## src/rtl/stack_unit.sv

```systemverilog
// LIFO operand stack for the multicycle stack CPU.
// Registered read port; sticky overflow/underflow flags.
module stack_unit #(
    parameter int WIDTH = 8,
    parameter int DEPTH = 8,
    parameter int CW    = $clog2(DEPTH + 1)
) (
    input  logic             clk,
    input  logic             rst,
    input  logic             push,
    input  logic             pop,
    input  logic             tos,
    input  logic [WIDTH-1:0] din,
    output logic [WIDTH-1:0] dout,
    output logic             empty,
    output logic             full,
    output logic [CW-1:0]    count,
    output logic             overflow,
    output logic             underflow
);

    localparam int AW = (DEPTH > 1) ? $clog2(DEPTH) : 1;

    logic [WIDTH-1:0] mem [DEPTH];
    logic [AW-1:0]    top_idx;
    logic [AW-1:0]    wr_idx;
    logic [CW-1:0]    count_nxt;
    logic             wr_en;
    logic             rd_en;
    logic             ovf_set;
    logic             unf_set;

    assign empty   = (count == '0);
    assign full    = (count == CW'(DEPTH));
    assign top_idx = AW'(count - 1'b1);

    always_comb begin
        wr_en     = 1'b0;
        wr_idx    = AW'(count);
        count_nxt = count;
        rd_en     = (pop || tos) && !empty;
        ovf_set   = push && !pop && full;
        // A pop or tos on an empty stack is only an error when no push rescues it.
        unf_set   = (pop || tos) && empty && !push;
        if (push && pop && !empty) begin
            wr_en  = 1'b1;
            wr_idx = top_idx;
        end else if (push && !full) begin
            wr_en     = 1'b1;
            count_nxt = count + 1'b1;
        end else if (pop && !push && !empty) begin
            count_nxt = count - 1'b1;
        end
    end

    always_ff @(posedge clk) begin
        if (wr_en) begin
            mem[wr_idx] <= din;
        end
    end

    always_ff @(posedge clk or negedge rst) begin
        if (!rst) begin
            count     <= '0;
            dout      <= '0;
            overflow  <= 1'b0;
            underflow <= 1'b0;
        end else begin
            count <= count_nxt;
            if (rd_en) begin
                dout <= mem[top_idx];
            end
            if (ovf_set) begin
                overflow <= 1'b1;
            end
            if (unf_set) begin
                underflow <= 1'b1;
            end
        end
    end

endmodule

```

## config.mk

```make
export PLATFORM = sky130hd
export DESIGN_NAME = stack_unit
export DESIGN_NICKNAME = d
export VERILOG_FILES = /design/src/rtl/stack_unit.sv
export SDC_FILE = /design/constraint.sdc
export NUM_CORES = 1
export LEC_CHECK = 0
export ABC_AREA = 1
export BUFFER_PORTS_ARGS = -buffer_cell sky130_fd_sc_hd__buf_4
export CAP_MARGIN = 20
export CORE_ASPECT_RATIO = 1.1
export CORE_MARGIN = 4
export CORE_UTILIZATION = 45
export CTS_BUF_LIST = sky130_fd_sc_hd__clkbuf_8
export CTS_CLUSTER_DIAMETER = 30
export CTS_CLUSTER_SIZE = 16
export DETAILED_ROUTE_END_ITERATION = 12
export SYNTH_ARGS = -nofsm -noshare
export SYNTH_HDL_FRONTEND = slang
export SYNTH_SLANG_ARGS = --single-unit
```

## constraint.sdc

```tcl
create_clock -name clk -period 3.57 [get_ports clk]
set_input_delay 0.357 -clock clk [delete_from_list [all_inputs] [get_ports clk]]
set_output_delay 0.357 -clock clk [all_outputs]
set_load 0.02 [all_outputs]
```

==> results.ini <==
[outcome]
run_status=complete, no violations

[cells_and_area]
final_cell_mix=139 x nand2_1, 64 x edfxtp_1, 60 x inv_1, 55 x nand3_1, 31 x buf_4
nNetsFinal=416
drive_gt1_share_pct=12.4
antennaDiodeCount=0
layout_commonest_cell=nand2_1
finalNonFillerCells=509
fillers=707
post-route-util_pct=53.5
stdcell_area_sq_um=4040
syn_to_final_growth_pct=14.5

[cts]
cts_buffers=9
cts_resized=0
cts_setup_buffers=0
clock_latency_ns=0.35
tritoncts=yes
clk_pin_slew_ns=0.08
cts-root-buf=clkbuf_8
ctsLongestPathBuffers=2
cts_sinks=78
ctsHoldBuffers=1
cts_htree_levels=3

[power]
power_density_nw_per_um2=922
swShare_pct=42.5
power.internal_mw=2.14
p_clk_share_pct=18.8
p_sw_mw=1.58
ir_drop_v=0.000318
combPwrFrac_pct=45.6
seqPwrFrac_pct=35.5
p_leak_nw=1.88

[yosys]
synth_top_area_share_pct=54.4
netlist_instances=371
ys_seq_area_share_pct=64.4
avgSynthCellArea_sq_um=9.51
synth.area.top_cells=edfxtp_1 54%, nand2_1 15%, dfrtp_1 9.9%
synth_area_sq_um=3530
synth_cell_types=21
syn_nets=386
synth_seq_cells=78
yosys_warnings=0
synth_top_cell_by_area=edfxtp_1

[floorplanning]
start_util_pct=46.7
die_h_um=101
io_pins=29
core_sq_um=7560
die_area_sq_um=9330
die_w_um=92.4
rows=33

[critical_path]
worst-path-buf-inv=1
crit_fanout=11
rrSetupSlack_ns=0.94
cp_slowest_cell=nor2_1
worstRegToRegCells=8
crit_path_cell_trace=inv_1 -> ha_1 -> nand3_2 -> nand2_1 -> nand2_1 -> o21ai_1 -> nand2_1 -> nor2_1
timing.critical_path.from_type=flip-flop
crit_path_max_incr_delay_ns=0.57
required_ns=3.56
cpMostUsedCell=nand2_1
crit_family=simple AND/OR/NAND/NOR gates
worstPathArrival_ns=2.61
timing.rr.start=count[1]$_DFFE_PN0P_
cp-end-kind=flip-flop
critical_path_class=flip-flop to flip-flop
r2r_end=mem[7][7]$_DFFE_PP_

[sta]
fmax_mhz=380
setup_tns_ns=0
fin_skew_ns=0.00854
finalCritPeriodShare_pct=73.6
period_needed_ns=2.63
rsz0062_at_grt=no
hold_viol=0
finalWorstSetupSlack_ns=0.941
slew_violations=0
setup_violations=0
slew_headroom_pct=51.7
tightest_slew_ns=0.722

[global_route]
antenna_found_initial=0
grt_pass1_wl_um=13100
grt_pass1_vias=2484
grt-ovfl-total=0
grt.total_usage_pct=19.1
grt_max_degree=40

[worst_hold_path]
holdCritStartpoint=din[7]
whs_endpoint=mem[5][7]$_DFFE_PP_
min_path_type=input port to flip-flop
whs_path_depth=1

[detailed_routing]
wl_per_cell_um=16.0
routed_wl_um=8130
vias=2492
drtIter0Drc=188
drt_pass1_iterations=4
drc=0
drtAntennaViolNets=0
via_per_inst=4.90

[place]
numPortBuffers=28
routabilityCongestion=0.825
pre_cts_slack_ns=0.981
place_area_sq_um=3830
dp_hpwl_um=5590
dp.cells=494

[job]
cap_violations=0

==> metal layers <==
metal / vias to the layer above / global-route usage, % / share of wire, %
met5: - / 0 / 0
met4: 0 / 7.43 / 2.8
met3: 20 / 4.48 / 5.7
met2: 72 / 31.0 / 48
met1: 1165 / 24.7 / 43
li1: 1235 / - / -
==> worst max path at each step <==
stage | depth (start not counted) | end | startpoint
final | 8 | mem[7][7]$_DFFE_PP_ | count[1]$_DFFE_PN0P_
after detailed placement | 8 | mem[7][4]$_DFFE_PP_ | count[1]$_DFFE_PN0P_
after floorplan | 11 | mem[0][0]$_DFFE_PP_ | count[0]$_DFFE_PN0P_
after global placement | 8 | mem[6][7]$_DFFE_PP_ | count[1]$_DFFE_PN0P_
after global routing | 8 | mem[3][3]$_DFFE_PP_ | count[1]$_DFFE_PN0P_
after CTS | 8 | mem[7][7]$_DFFE_PP_ | count[1]$_DFFE_PN0P_
==> state kept, by name, indices dropped and copies added (netlist names) <==
register / flops
count: 4
dout: 8
mem: 64
overflow: 1
underflow: 1
==> area by class of cell <==
cell class	instances	area, sq um	area share (%)
clock inverters	5	76.3	1.89
clock buffers	9	124	3.06
multi-input cells	218	963	23.8
inverters	62	233	5.76
repair buffers	32	243	6.00
well taps	105	131	3.25
flip-flops and latches	78	2270	56.2
==> cells in the mapped netlist <==
| cell | n |
|---|---|
| a31o_2 | 2 |
| buf_1 | 6 |
| buf_2 | 4 |
| buf_4 | 2 |
| clkbuf_1 | 1 |
| clkinv_1 | 1 |
| dfrtp_1 | 14 |
| edfxtp_1 | 64 |
| ha_1 | 2 |
| inv_1 | 59 |
| inv_2 | 2 |
| nand2_1 | 139 |
| nand3_1 | 55 |
| nand3_2 | 1 |
| nand4_1 | 1 |
| nor2_1 | 10 |
| o21ai_0 | 1 |
| o21ai_1 | 3 |
| xnor2_2 | 1 |
| xor2_1 | 2 |
| xor2_2 | 1 |
==> power groups by stage <==
stage	clock network, mW	logic [mW]	registers [mW]
CTS	0.708	1.72	1.33
detailed placement	0	1.71	1.34
global route	0.753	1.91	1.35
global placement	0	1.69	1.34
floorplan	0	1.08	1.41
finish	0.701	1.70	1.32
==> metrics by stage <==
step                total power [mW]  hold WS, ns
global placement                3.03        0.223
floorplan                       2.48       0.0614
finish                          3.73        0.264
global route                    4.02        0.254
detailed placement              3.05        0.225
CTS                             3.75        0.259
==> kinds of logic after synthesis <==
kind of cell | count (synthesis) | synth area share, %
xor gates and xnor gates | 4 | 1.42
buffers and inverters | 75 | 8.33
DFF | 78 | 64.4
and+or+nand+nor | 206 | 24.1
adders and majority gates | 2 | 0.709
AOI/OAI and AO/OA | 6 | 1.06
No activity file was read; power rests on OpenSTA's default activity.
